<file path="src/rtl/l2_l1_refill_tx.sv">
// L2-side transmitter for L1 instruction refills.
// Takes a line request from L1 and looks it up in L2. On a hit it returns the L2 line.
// On a miss it fetches the line from memory in MBUS-wide beats, returns it to L1,
// and offers the same line to L2 for a fill.
module l2_l1_refill_tx #(
  parameter int TNUM   = 21,
  parameter int INUM   = 26 - TNUM,
  parameter int L21BUS = 512,
  parameter int MBUS   = 128
) (
  input  logic                   clk,
  input  logic                   rst,
  input  logic                   req_L1_L2,
  input  logic [TNUM-1:0]        tag_L1_L2,
  input  logic [INUM-1:0]        index_L1_L2,
  output logic                   busy_L2_L1,
  output logic                   ready_L2_L1,
  output logic [L21BUS-1:0]      read_data_L2_L1,
  output logic                   lkp_req,
  output logic [TNUM+INUM-1:0]   lkp_addr,
  input  logic                   lkp_valid,
  input  logic                   lkp_hit,
  input  logic [L21BUS-1:0]      lkp_data,
  output logic                   mem_req,
  output logic [31:0]            mem_addr,
  input  logic                   mem_ack,
  input  logic                   mem_rvalid,
  input  logic [MBUS-1:0]        mem_rdata,
  output logic                   fill_L2,
  output logic [L21BUS-1:0]      fill_data
);

  localparam int BEATS = L21BUS / MBUS;
  localparam int CW    = (BEATS > 1) ? $clog2(BEATS) : 1;
  localparam logic [CW-1:0] LAST_BEAT = CW'(BEATS - 1);

  typedef enum logic [2:0] {
    IDLE,
    LOOKUP,
    MEM_REQ,
    MEM_BEAT,
    RESP
  } state_t;

  state_t            state;
  state_t            state_nxt;
  logic [TNUM-1:0]   tag_q;
  logic [INUM-1:0]   idx_q;
  logic [L21BUS-1:0] line;
  logic [CW-1:0]     cnt;
  logic              miss;

  // State register; reset abandons any transaction in flight.
  always_ff @(posedge clk) begin
    if (rst) state <= IDLE;
    else     state <= state_nxt;
  end

  // Next-state logic. Handshake inputs matter only in the state that waits on them.
  always_comb begin
    state_nxt = state;
    case (state)
      IDLE:     if (req_L1_L2) state_nxt = LOOKUP;
      LOOKUP:   if (lkp_valid) state_nxt = lkp_hit ? RESP : MEM_REQ;
      MEM_REQ:  if (mem_ack) state_nxt = MEM_BEAT;
      MEM_BEAT: if (mem_rvalid && (cnt == LAST_BEAT)) state_nxt = RESP;
      RESP:     state_nxt = IDLE;
      default:  state_nxt = IDLE;
    endcase
  end

  // Request latch, line assembly, beat counter and miss flag.
  // A single line register is both the L1 response and the L2 fill source.
  always_ff @(posedge clk) begin
    if (rst) begin
      tag_q <= '0;
      idx_q <= '0;
      line  <= '0;
      cnt   <= '0;
      miss  <= 1'b0;
    end else begin
      case (state)
        IDLE: begin
          if (req_L1_L2) begin
            tag_q <= tag_L1_L2;
            idx_q <= index_L1_L2;
            miss  <= 1'b0;
          end
        end
        LOOKUP: begin
          if (lkp_valid && lkp_hit) begin
            line <= lkp_data;
            miss <= 1'b0;
          end
        end
        MEM_REQ: begin
          if (mem_ack) cnt <= '0;
        end
        MEM_BEAT: begin
          if (mem_rvalid) begin
            // Beats arrive lowest address first, so beat 0 lands in the low bits.
            line[int'(cnt)*MBUS +: MBUS] <= mem_rdata;
            cnt <= cnt + 1'b1;
            if (cnt == LAST_BEAT) miss <= 1'b1;
          end
        end
        default: ;
      endcase
    end
  end

  assign busy_L2_L1      = (state != IDLE);
  assign ready_L2_L1     = (state == RESP);
  assign fill_L2         = (state == RESP) && miss;
  assign lkp_req         = (state == LOOKUP);
  assign mem_req         = (state == MEM_REQ);
  assign lkp_addr        = {tag_q, idx_q};
  assign mem_addr        = {tag_q, idx_q, 6'b0};
  assign read_data_L2_L1 = line;
  assign fill_data       = line;

endmodule

</file>
<file path="config.mk">
export PLATFORM = sky130hd
export DESIGN_NAME = l2_l1_refill_tx
export DESIGN_NICKNAME = d
export VERILOG_FILES = /design/src/rtl/l2_l1_refill_tx.sv
export SDC_FILE = /design/constraint.sdc
export NUM_CORES = 1
export LEC_CHECK = 0
export CORE_AREA = 2 2 688 690
export DETAILED_ROUTE_END_ITERATION = 10
export DIE_AREA = 0 0 690 692
export HOLD_SLACK_MARGIN = 0.02
export PLACE_DENSITY_LB_ADDON = 0.3
export SLEW_MARGIN = 20
export SYNTH_ARGS = -nofsm -noshare
export SYNTH_HDL_FRONTEND = slang
export SYNTH_SLANG_ARGS = --single-unit
</file>
<file path="constraint.sdc">
create_clock -name clk -period 2.2 [get_ports clk]
set_input_delay 0.22 -clock clk [delete_from_list [all_inputs] [get_ports clk]]
set_output_delay 0.22 -clock clk [all_outputs]
set_load 0.005 [all_outputs]
</file>
### Yosys cells after proc, flatten, opt, wreduce, memory -nomap -nowiden

Cells that the tools add are included.

| cells by class | value |
|---|---|
| $add $sub $neg | 2 |
| equal/unequal tests | 12 |
| shift operators | 2 |
| muxes and demuxes | 18 |
| reduce and logical (&&, ||, !) cells | 13 |

Operator list:

| operator | number |
|---|---|
| 512-bit 2-to-1 mux | 2 |
| 512-bit case mux with 2 select lines | 1 |
| 512-bit bitwise mux | 1 |
| 128-bit by 33-bit variable shift with 512-bit output (first input constant) | 1 |
| 128-bit by 33-bit indexed part select with 512-bit output | 1 |
| 9-bit negation with 33-bit output | 1 |
| 3-bit 2-to-1 mux | 5 |
| 3-bit case mux with 4 select lines | 1 |
| 2-bit inequality test (second input constant) | 4 |
| 3-bit by 2-bit equality test with 1-bit output (second input constant) | 2 |
| 2-bit by 1-bit inequality test with 1-bit output (second input constant) | 3 |
| 3-bit AND reduction | 2 |
| 3-bit nonzero test | 2 |
| 5-bit AND reduction | 1 |
| 1-bit 2-to-1 mux | 4 |
| 2-bit 2-to-1 mux | 2 |
| 2-bit case mux with 2 select lines | 1 |
| 4-bit AND reduction | 1 |
| 2-bit nonzero test | 2 |
| 3-bit by 1-bit equality test with 1-bit output (second input constant) | 1 |
| 3-bit equality test (second input constant) | 1 |
| 1-bit logical AND | 3 |
| 3-bit logical NOT | 1 |
| 1-bit case mux with 3 select lines | 1 |
| 3 further kinds | 3 |

| word-level totals | value |
|---|---|
| register bits after elaboration | 544 |
| bits of input ports | 673 |
| word-level logic and storage cells | 53 |

### Logic depth before layout (Yosys ltp)

| logic depth | value |
|---|---|
| depth in word-level cells | 5 |
| gate-level depth with buffers | 8 |
| depth with buffers taken out | 6 |

### Worst setup path before layout

No wires, ideal clock.

| timing path | value |
|---|---|
| path type | flip-flop to flip-flop |
| start | register cnt[0] |
| end | register line[314], in the netlist fill_data[314] |
| setup time | 0.081 ns |
| arrival | 1.825 ns |
| data required time | 2.119 ns |
| path slack | 0.294 ns |
| stages on the path, launching flop included | 8 |
| period minus slack after synthesis | 1.906 ns |
| cell sequence | dfxtp_1 > inv_1 > ha_1 > and4bb_2 > buf_4 > clkbuf_1 > a31oi_1 > a211oi_2 |

| on the way | value |
|---|---|
| cells in the longest elaborated chain, start to end | 5 |

RTL lines:

| item | line | source |
|---|---|---|
| from (decl) | 50 | `logic [CW-1:0] cnt;` |
| from (signal assigned) | 103 | `cnt <= cnt + 1'b1;` |
| 9-bit negation with 33-bit output * | 102 | `line[int'(cnt)*MBUS +: MBUS] <= mem_rdata;` |
| 128-bit by 33-bit indexed part select with 512-bit output or 128-bit by 33-bit variable shift with 512-bit output (tied branches) | 102 |  |
| 512-bit bitwise mux * | 102 |  |
| 512-bit 2-to-1 mux * | 100 | `if (mem_rvalid) begin` |
| 512-bit case mux with 2 select lines * | 82 | `case (state)` |
| to (signal assigned) | 92 | `line <= lkp_data;` |
| to (signal, indexed assignment) | 102 |  |
| to (decl) | 49 | `logic [L21BUS-1:0] line;` |

Mark *: on every way between the ends. The rest lies on a longest branch, timed or not. The select of a mux whose other input is x is not followed.
A chain may end at the register's enable or synchronous reset.

### Worst setup path after layout

| timing path | value |
|---|---|
| start | register line[443], in the netlist fill_data[443] |
| end | output read_data_L2_L1[443] |

RTL lines:

| item | line | source |
|---|---|---|
| to (decl) | 18 | `output logic [L21BUS-1:0] read_data_L2_L1,` |

No word-level cell between the ends.

==> run summary <==
After synthesis, the cell types taking the most area are sky130_fd_sc_hd__dfxtp_1, sky130_fd_sc_hd__buf_4, sky130_fd_sc_hd__a211oi_1, sky130_fd_sc_hd__nor2b_1, sky130_fd_sc_hd__a31oi_1. Counting instances, the worst hold path has a depth of 3. The number of distinct standard cells referenced by the synthesized netlist came out at 40. The kind of cell with the highest combined delay along the critical path is buffers and inverters. In the synthesized netlist, the number of instances is 3339.

The worst register-to-register path ends at fill_data[202]$_SDFFE_PP0P_. The clock slew at the register clock pins of the worst setup and hold paths works out to 0.06 ns. The tool flagged a number of max-cap violations equal to 0. In this run, CTS created clock tree buffers numbering 85. The signal on the critical path passes through clkdlybuf4s50_1.

Summing every instance area after synthesis gives 0.0285 sq mm. The Yosys step of the flow raised 0 warnings. The total number of placement rows was 252.

Setup repair after global routing left no endpoint under its margin. For the final routed wirelength across all metal layers, the log shows 374 mm. The largest net degree at the start of global routing was 122; the standard cell core area was 0.470 sq mm. Measured along the y axis, the die boundary spans 692 um.

Top achievable clock speed: 462 MHz. The tools report the number of failing hold endpoints at the final stage as 0. Following the worst setup path forward leads to its endpoint at read_data_L2_L1[443]. The fraction of final layout cells with drive strength greater than 1 was 15.7%. The tools report the total count of max-transition violations in the final report as 0. The average size of a mapped cell was 8.54 sq um; the filler cell count in the final layout was 54200. The run finished with clean final reports. Once detail routing completed, the nets flagged for antenna violations numbered 0.

The final routed wire length divided by cell count is 34.2 um. Clock latency on the worst-skew pair, taken at its later pin, is 0.85 ns. The cell count of the worst reg-to-reg path was 9. The worst setup path is launched from a flip-flop. The count of buffer and inverter cells on the critical path works out to 1. For this run, design rule violations remaining after detail routing come to 0. For this run the aggregate overflow at the end of global routing stands at 0. The first global-routing pass estimated 445 mm of wire. TritonCTS built the clock tree. The post-DP HPWL is 329 mm, and the via count is 31800. From synthesis to final layout, the design area changed by 90.8%. OpenSTA, run right after detailed placement, puts the worst setup slack at -0.0303 ns. Of the synthesized area, sequential elements account for 38.2%. The final hold slack is 0.114 ns, and the final count of negative-setup-slack endpoints is 0. In the final timing run, aggregate negative setup slack is 0 ns.

The floorplan step defined a die boundary enclosing 0.477 sq mm. The quantity of I/O buffers inserted on ports is 1753, and the biggest fanout along the worst timing path is 3. For this run, the detailed router's first-pass iteration total came to 7. CTS placed an instance of sky130_fd_sc_hd__clkbuf_16 at the clock tree root.

Total leakage power: 18.8 nW. Capturing element type of the critical path: a primary output. The initial utilization of the core area, before any placement, comes to 6.07%. Power spread over the standard cell area amounts to 589 mW/mm^2. The arrival time of data at the critical path endpoint is 1.94 ns.

The run gives 1.98 ns as the required time of the worst setup path. Dominant cell type by area after synthesis: sky130_fd_sc_hd__dfxtp_1. For this run, the total global-route usage over all layers was measured as 14.9%. The slowest cell on the critical path was sky130_fd_sc_hd__clkdlybuf4s50_1. The logic depth of the worst setup path including buffers is 1. The largest incremental delay on the critical path works out to 0.66 ns. In this run the worst setup path begins at fill_data[443]$_SDFFE_PP0P_.

Synthesis inferred 544 register bits. The synthesized design devotes to its leading area cell type 38.2% of total area. In this run the count of I/O pins placed on the die edge is 1760. By startpoint and endpoint, the worst setup path is classified as reg2out. After the last flow step, the layout net total stands at 5308. The depth of the CTS H-tree is 3, and the worst supply voltage drop on vdd is 0.497 mV.

Using the TritonRoute via totals, the vias-per-cell ratio works out to 2.91. The number of antenna violations at the first check in global routing was 72; the measured slew at the worst slew-check pin was 0.956 ns. The logs give 0.0376 ns for the post-layout worst setup margin and 4 for the maximum clock insertion buffer count.

The congestion estimate from routability-driven global placement came to 0.931. The run gives 36.3% as the worst slew margin relative to its limit. For the via count of the first global-routing pass, the log shows 30800. The run gives 2476 as the DRC marker count from the first detailed-route iteration. Critical register-to-register path startpoint: cnt[1]$_SDFFE_PP0P_. The logs give 0.0122 sq mm for the total area of multi-input combinational cells and 32.0 mW for the post-route total power. The time the worst path needs with I/O delays and setup works out to 2.16 ns. The run gives 544 as the clock net sink count. The die is 690 um wide. The final cycle utilization of the critical path was 98.3%. The tools report the internal reg-to-reg setup slack as 0.08 ns. Total area of sequential cells: 0.0111 sq mm. The worst hold path class was in2reg. For the final database, setup skew stands at 0.0983 ns.
-- power by group --
group / switching, mW / total (mW) / internal, mW
sequential: 0.721 / 11.0 / 10.3
combinational: 3.65 / 6.82 / 3.17
clock: 6.03 / 14.2 / 8.18
-- per-stage QoR --
step | instances | utilization (%) | area, sq um
floorplan | 3344 | - | 28500
global placement | 10700 | 10.8 | 50700
detailed placement | 10700 | 10.8 | 50700
CTS | 10900 | 11.5 | 54000
global route | 10900 | 11.6 | 54300
finish | 10900 | 11.6 | 54400
-- layout by cell type (no fill, tap or decap), types with 6 or more instances in the layout --
master / synthesis / routed
sky130_fd_sc_hd__nor2b_1: 386 / 385
sky130_fd_sc_hd__clkdlybuf4s15_2: 0 / 15
sky130_fd_sc_hd__clkinv_2: 0 / 8
sky130_fd_sc_hd__buf_6: 1 / 11
sky130_fd_sc_hd__dlymetal6s2s_1: 0 / 8
sky130_fd_sc_hd__diode_2: 0 / 32
sky130_fd_sc_hd__clkbuf_16: 0 / 89
sky130_fd_sc_hd__clkdlybuf4s50_1: 0 / 1261
sky130_fd_sc_hd__buf_16: 0 / 6
sky130_fd_sc_hd__dlygate4sd3_1: 0 / 71
sky130_fd_sc_hd__a211oi_1: 355 / 348
sky130_fd_sc_hd__nand2_1: 55 / 54
sky130_fd_sc_hd__a31oi_1: 384 / 383
sky130_fd_sc_hd__dfxtp_4: 0 / 15
sky130_fd_sc_hd__a22oi_1: 128 / 128
sky130_fd_sc_hd__clkdlybuf4s15_1: 0 / 10
sky130_fd_sc_hd__a21oi_1: 28 / 28
sky130_fd_sc_hd__clkbuf_8: 0 / 18
sky130_fd_sc_hd__dlygate4sd2_1: 0 / 311
sky130_fd_sc_hd__clkbuf_1: 159 / 22
sky130_fd_sc_hd__dfxtp_2: 0 / 134
sky130_fd_sc_hd__buf_4: 561 / 291
sky130_fd_sc_hd__a211oi_2: 29 / 36
sky130_fd_sc_hd__nor2_1: 391 / 389
sky130_fd_sc_hd__buf_12: 0 / 70
sky130_fd_sc_hd__conb_1: 1 / 6
sky130_fd_sc_hd__dfxtp_1: 544 / 395
sky130_fd_sc_hd__o2bb2ai_1: 128 / 128
-- per-layer routing --
layer	vias to the layer above	global-route usage [%]	share of wire, %
li1	14100	-	-
met2	1643	22.4	43
met5	-	0	0.038
met3	255	11.1	16
met1	15800	16.7	39
met4	22	3.30	2.5
-- cells by family after synthesis --
family,after synthesis,share of synthesized area [%]
muxes,3,0.110
adders and majority gates,5,0.219
AOI/OAI and AO/OA,1061,27.1
buffers and inverters,869,19.5
and+or+nand+nor,856,14.9
DFF,544,38.2
other,1,0.0132
-- cell type report --
class                           instances  area share [%]
Sequential cell                       544            20.4
Clock inverter                         21           0.488
Clock buffer                          125            4.52
Timing Repair Buffer                 2064            37.6
Multi-Input combinational cell       1931            22.5
Inverter                                4          0.0322
Antenna cell                           32           0.147
Tap cell                             6223            14.3
-- cells in the mapped netlist, drive strengths merged --
master	count
o2bb2ai	128
dfxtp	544
inv	4
a22oi	128
a211oi	384
and2	3
nor2	391
nor3	3
o21ai	2
mux2i	2
nand2b	4
conb	1
and2b	1
nand2	55
o31a	1
nand4	1
a21oi	31
nor4bb	1
mux2	1
ha	5
and3	1
nor2b	386
nor3b	2
clkbuf	163
a32oi	2
and4bb	1
a31oi	384
or3	1
nand3	4
a21o	1
buf	702
nand3b	2
-- state kept, by name (all words and copies together) (netlist names) --
signal	count
state	3
fill_data	512
cnt	2
idx_q	5
tag_q	21
miss	1
-- repair_timing --
item | CTS | global route
setup buffers | 0 | 7
endpoints found under the hold margin | 116 | 0
resized for setup | 555 | 52
gates cloned | 0 | 4
pin swaps | 1 | 15
hold buffers | 71 | 0
setup endpoints to repair | 515 | 265
-- how the worst min path moves through the flow --
stage,start,to
after floorplan,index_L1_L2[0],idx_q[0]$_SDFFE_PP0P_
after global placement,tag_q[14]$_SDFFE_PP0P_,tag_q[14]$_SDFFE_PP0P_
after detailed placement,fill_data[403]$_SDFFE_PP0P_,fill_data[403]$_SDFFE_PP0P_
after CTS,lkp_data[462],fill_data[462]$_SDFFE_PP0P_
after global routing,lkp_data[429],fill_data[429]$_SDFFE_PP0P_
final,lkp_data[411],fill_data[411]$_SDFFE_PP0P_
No activity file was read; power rests on OpenSTA's default activity.
